### src/rtl/char_buffer_writer.sv
// char_buffer_writer: terminal byte-stream interpreter driving the 64x16 character buffer write port
module char_buffer_writer #(
  parameter logic [7:0] BLANK_CHAR = 8'h20
) (
  input  logic       clk,
  input  logic       clr,
  input  logic [7:0] in_data,
  input  logic       in_valid,
  output logic       in_ready,
  output logic [9:0] buffer_waddr,
  output logic [7:0] buffer_din,
  output logic       buffer_wen,
  output logic [3:0] buffer_first_row,
  output logic       buffer_first_row_wen,
  output logic [3:0] cursor_row,
  output logic [5:0] cursor_col
);
  typedef enum logic [2:0] {IDLE, ESC, Y_ROW, Y_COL, CLEAR} state_t;
  state_t state;
  logic [3:0] first_row, clr_row, clr_end, nxt_row, cur_phys, nxt_phys;
  logic [5:0] clr_col, nxt_col, y_col;
  logic [7:0] y_off;
  logic [3:0] y_row;
  logic       accept, printable, clr_last;
  always_comb begin
    accept    = in_valid && in_ready;
    printable = in_data >= 8'h20 && in_data <= 8'h7e;
    y_off     = in_data - 8'h20;
    y_row     = in_data < 8'h20 ? 4'd0 : y_off > 8'd15 ? 4'd15 : y_off[3:0];
    y_col     = in_data < 8'h20 ? 6'd0 : y_off > 8'd63 ? 6'd63 : y_off[5:0];
    cur_phys  = cursor_row + first_row;
    clr_last  = clr_row == clr_end && clr_col == 6'd63;
    nxt_col   = clr_col + 6'd1;
    nxt_row   = clr_col == 6'd63 ? clr_row + 4'd1 : clr_row;
    nxt_phys  = nxt_row + first_row;
  end
  assign in_ready = state != CLEAR;
  always_ff @(posedge clk or posedge clr) begin
    if (clr) begin
      state                <= IDLE;
      first_row            <= '0;
      clr_row              <= '0;
      clr_col              <= '0;
      clr_end              <= '0;
      buffer_waddr         <= '0;
      buffer_din           <= '0;
      buffer_wen           <= 1'b0;
      buffer_first_row     <= '0;
      buffer_first_row_wen <= 1'b0;
      cursor_row           <= '0;
      cursor_col           <= '0;
    end else begin
      buffer_wen           <= 1'b0;
      buffer_first_row_wen <= 1'b0;
      if (state == CLEAR) begin
        if (clr_last) state <= IDLE;
        else begin
          clr_row      <= nxt_row;
          clr_col      <= nxt_col;
          buffer_wen   <= 1'b1;
          buffer_din   <= BLANK_CHAR;
          buffer_waddr <= {nxt_phys, nxt_col};
        end
      end else if (accept) begin
        case (state)
          IDLE: begin
            if (printable) begin
              buffer_wen   <= 1'b1;
              buffer_din   <= in_data;
              buffer_waddr <= {cur_phys, cursor_col};
              cursor_col   <= cursor_col == 6'd63 ? 6'd63 : cursor_col + 6'd1;
            end else if (in_data == 8'h0d) cursor_col <= '0;
            else if (in_data == 8'h08) cursor_col <= cursor_col == 6'd0 ? 6'd0 : cursor_col - 6'd1;
            else if (in_data == 8'h1b) state <= ESC;
            else if (in_data == 8'h0a) begin
              if (cursor_row != 4'd15) cursor_row <= cursor_row + 4'd1;
              else begin
                // new logical row 15 lands on the physical row that was the old top row
                first_row            <= first_row + 4'd1;
                buffer_first_row     <= first_row + 4'd1;
                buffer_first_row_wen <= 1'b1;
                clr_row              <= 4'd15;
                clr_col              <= '0;
                clr_end              <= 4'd15;
                buffer_wen           <= 1'b1;
                buffer_din           <= BLANK_CHAR;
                buffer_waddr         <= {first_row, 6'd0};
                state                <= CLEAR;
              end
            end
          end
          ESC: begin
            state <= IDLE;
            case (in_data)
              "A": cursor_row <= cursor_row == 4'd0 ? 4'd0 : cursor_row - 4'd1;
              "B": cursor_row <= cursor_row == 4'd15 ? 4'd15 : cursor_row + 4'd1;
              "C": cursor_col <= cursor_col == 6'd63 ? 6'd63 : cursor_col + 6'd1;
              "D": cursor_col <= cursor_col == 6'd0 ? 6'd0 : cursor_col - 6'd1;
              "H": begin
                cursor_row <= '0;
                cursor_col <= '0;
              end
              "J", "K": begin
                clr_row      <= cursor_row;
                clr_col      <= cursor_col;
                clr_end      <= in_data == "J" ? 4'd15 : cursor_row;
                buffer_wen   <= 1'b1;
                buffer_din   <= BLANK_CHAR;
                buffer_waddr <= {cur_phys, cursor_col};
                state        <= CLEAR;
              end
              "Y": state <= Y_ROW;
              default: ;
            endcase
          end
          Y_ROW: begin
            cursor_row <= y_row;
            state      <= Y_COL;
          end
          Y_COL: begin
            cursor_col <= y_col;
            state      <= IDLE;
          end
          default: state <= IDLE;
        endcase
      end
    end
  end
endmodule

### config.mk
export PLATFORM = sky130hd
export DESIGN_NAME = char_buffer_writer
export DESIGN_NICKNAME = d
export VERILOG_FILES = /design/src/rtl/char_buffer_writer.sv
export SDC_FILE = /design/constraint.sdc
export NUM_CORES = 1
export LEC_CHECK = 0
export ABC_AREA = 0
export CORE_ASPECT_RATIO = 0.5
export CORE_MARGIN = 5
export CORE_UTILIZATION = 45
export CTS_BUF_LIST = sky130_fd_sc_hd__clkbuf_4 sky130_fd_sc_hd__clkbuf_8
export DETAILED_ROUTE_END_ITERATION = 8
export PLACE_DENSITY = 0.74
export SLEW_MARGIN = 20
export SYNTH_ARGS = -nofsm -noshare
export SYNTH_HDL_FRONTEND = slang
export SYNTH_SLANG_ARGS = --single-unit
### constraint.sdc
create_clock -name clk -period 4.63 [get_ports clk]
set_input_delay 0.463 -clock clk [delete_from_list [all_inputs] [get_ports clk]]
set_output_delay 0.463 -clock clk [all_outputs]
set_load 0.02 [all_outputs]
==> flow_summary.toml <==
[synthesis]
synthesis.instances = 479
netlist-cell-type-count = 64
synthesis.area_mm2 = 0.00390
ys_ff_latch = 51
synth-edff-count = 0
synth-main-ff-cell = "dfrtp_1"
synthArstFlopShare_pct = 100
yosysSeqAreaShare_pct = 32.8
synth_warnings = 0
syn-num-nets = 508
avgSynthCellArea_um2 = 8.13

[sta]
finalHoldViolations = 0
timing.setup.tns_ns = 0
period_share_pct = 67.1
min_period_ns = 3.11
rsz0062_at_grt = "no"
maxSlewViolCount = 0
worst_pin_slew_ns = 0.913
relSlewSlack_pct = 39.2
fin_ws_ns = 1.52
fmax_mhz = 322
setup_viol = 0
fin_skew_ns = 0.00668

[placement]
gp_congestion = 0.970
numPortBuffers = 45
pre_cts_ws_ns = 1.22
post-dp-hpwl_mm = 7.63
dpl.cell_count = 616

[detailed_routing]
first_pass_iters = 5
met3_length_um = 853
wl_per_cell_um = 16.9
topRoutingLayerUsed = "met4"
drt-met1-wl_mm = 4.97
vias = 3753
routed_wl_mm = 10.5
vias_per_cell = 6.02
post-route-drc-count = 0
drtAntennaViolNets = 0
drtIter0Drc = 484
wl_met2_mm = 4.60

[worst_hold_path]
hold_class = "reg2reg"

[clock_tree]
cts_buffers = 5
cts-resized-gates = 0
insertion_delay_ns = 0.30
cts_tree = "done"
cts_root_buf = "clkbuf_8"
cts_setup_buffers = 0
ctsHtreeMaxLevel = 2
clock_sinks = 51
cts_hold_buffers = 0
clk_pin_slew_worst_paths_ns = 0.10
clockBufferDepth = 2

[grt]
grt_max_degree = 52
grt_pass1_vias = 3433
grt_pass1_wl_mm = 17.4
gr-usage-all-layers_pct = 19.9
antenna_found_initial = 0
grt_overflow = 0

[power_and_ir_drop]
p_leak_nw = 1.80
ir_drop_mv = 0.210
power_density_mw_per_mm2 = 431
power_mw = 1.92

[cells_and_area]
fin_util_pct = 52.1
n_antenna_cell = 0
layout.nets = 535
final.fill_count = 816
synthToLayoutAreaGrowth_pct = 14.5
fin_cells = 623
drive_above_1_share_pct = 5.93

[run_status]
status = "finished, final reports clean"

[run]
max_cap_viol_count = 0

[setup_path]
cp.arrival_ns = 3.31
crit_path_end_kind = "register"
crit_path_start_kind = "input port"
critPathKind = "in2reg"
crit_required_ns = 4.83
crit_fanout = 35

[die]
ios = 46
dieArea_mm2 = 0.0107
rows = 24
start_util_pct = 45.5
die_h_um = 75.8
core-area_mm2 = 0.00856
die_w_um = 142
-- cells in the mapped netlist (3+ instances only) --
master	count	area share, %
or3_1	5	0.80
o221ai_1	3	0.67
a21oi_1	33	4.2
inv_1	20	1.9
nand2_1	52	5.0
dfrtp_1	51	33
nand4_1	7	1.1
and2_1	4	0.64
a31oi_1	7	1.1
nor3_1	13	1.7
o31ai_1	4	0.77
buf_6	4	1.2
a22o_1	3	0.67
buf_2	12	1.5
ha_1	16	5.1
o21a_1	3	0.58
o211ai_1	5	0.96
a21o_1	9	1.7
clkbuf_1	13	1.3
xnor2_1	14	3.1
nand2b_1	4	0.64
nor2_1	42	4.0
nor2b_1	3	0.48
mux2_2	5	1.4
mux2i_1	6	1.5
o22ai_1	3	0.48
and3_1	7	1.1
nand3b_1	3	0.58
xor2_1	12	2.7
o21ai_0	53	6.8
nand3_1	19	2.4
-- sequential cells by signal (all words and copies together) (netlist names), 3 cells and up --
signal        count
buffer_waddr     10
buffer_din        8
clr_col           6
cursor_col        6
clr_end           4
clr_row           4
cursor_row        4
first_row         4
state             3
-- cell families (layout without fill, tap and decap cells) --
logic type,count (synthesis),count (layout),synth area share (%)
AO/OA/AOI/OAI,148,148,23.5
adder cells (fa/ha/maj),18,18,6.17
multiplexers,11,11,2.99
flip-flops,51,51,32.8
AND/OR/NAND/NOR,174,174,22.6
XOR/XNOR,26,26,5.84
buffers and inverters,51,78,6.07
-- per-layer routing --
metal	track usage, %	up-vias
met5	0	-
met4	5.53	0
met3	4.70	9
met2	30.4	169
met1	28.5	1796
li1	-	1779
-- cell type report --
class                           count  area, um2  area share [%]
Sequential cell                    51       1280            28.6
Clock buffer                        6       82.6            1.85
Tap cell                          117        146            3.28
Inverter                           21       80.1            1.79
Multi-Input combinational cell    377       2380            53.4
Clock inverter                      1       5.00           0.112
Timing Repair Buffer               50        488            10.9
-- worst paths after layout --
check	start	to	slack [ns]	depth (start not counted)
min reg2reg	buffer_din[4]	buffer_din[4]	0.49	2
min in group asynchronous	clr	first_row[2]	0.63	2
max in group asynchronous	clr	buffer_din[5]	3.47	2
max	in_data[0]	buffer_waddr[8]	1.52	8
max reg2reg	clr_col[0]	buffer_waddr[9]	1.68	11
min	buffer_din[4]	buffer_din[4]	0.49	2
-- through the flow --
stage                     cell area [um2]  hold WS, ns
after floorplan                      3900        0.469
after global placement               4370        0.468
after detailed placement             4370        0.473
after CTS                            4460        0.495
after global routing                 4460        0.519
final                                4460        0.490
-- worst max-delay path, cell delays in order --
cell,delay (ns)
clkdlybuf4s50_1,0.90
nor3_1,0.14
a311oi_1,0.37
or3_1,0.16
buf_4,0.21
a21o_1,0.75
a21oi_1,0.07
a22o_1,0.23
-- cell usage in the layout (no fill, tap or decap), types with 3 or more instances in the layout --
cell and instances:
o221ai_1 3, mux2_2 5, xor2_1 12, and3_1 7, o22ai_1 3, a21oi_1 33, a21o_1 9, a22o_1 3
nor2_1 42, ha_1 16, nand4_1 7, nand2b_1 4, mux2i_1 6, nand2_1 52, nor3_1 13, xnor2_1 14
buf_4 5, o31ai_1 4, clkbuf_8 6, or3_1 5, clkdlybuf4s50_1 45, o21a_1 3, dfrtp_1 51, nand3b_1 3
inv_1 19, nand3_1 19, and2_1 4, nor2b_1 3, o21ai_0 53, a31oi_1 7, o211ai_1 5
-- report_power, final --
part / internal, mW / leakage [nW] / total, mW / switching [mW]
Combinational: 0.437 / 1.11 / 0.956 / 0.519
Clock: 0.118 / 0.0470 / 0.269 / 0.151
Sequential: 0.565 / 0.642 / 0.698 / 0.133
Total: 1.12 / 1.80 / 1.92 / 0.804
Power figures use the tool's default switching activity.
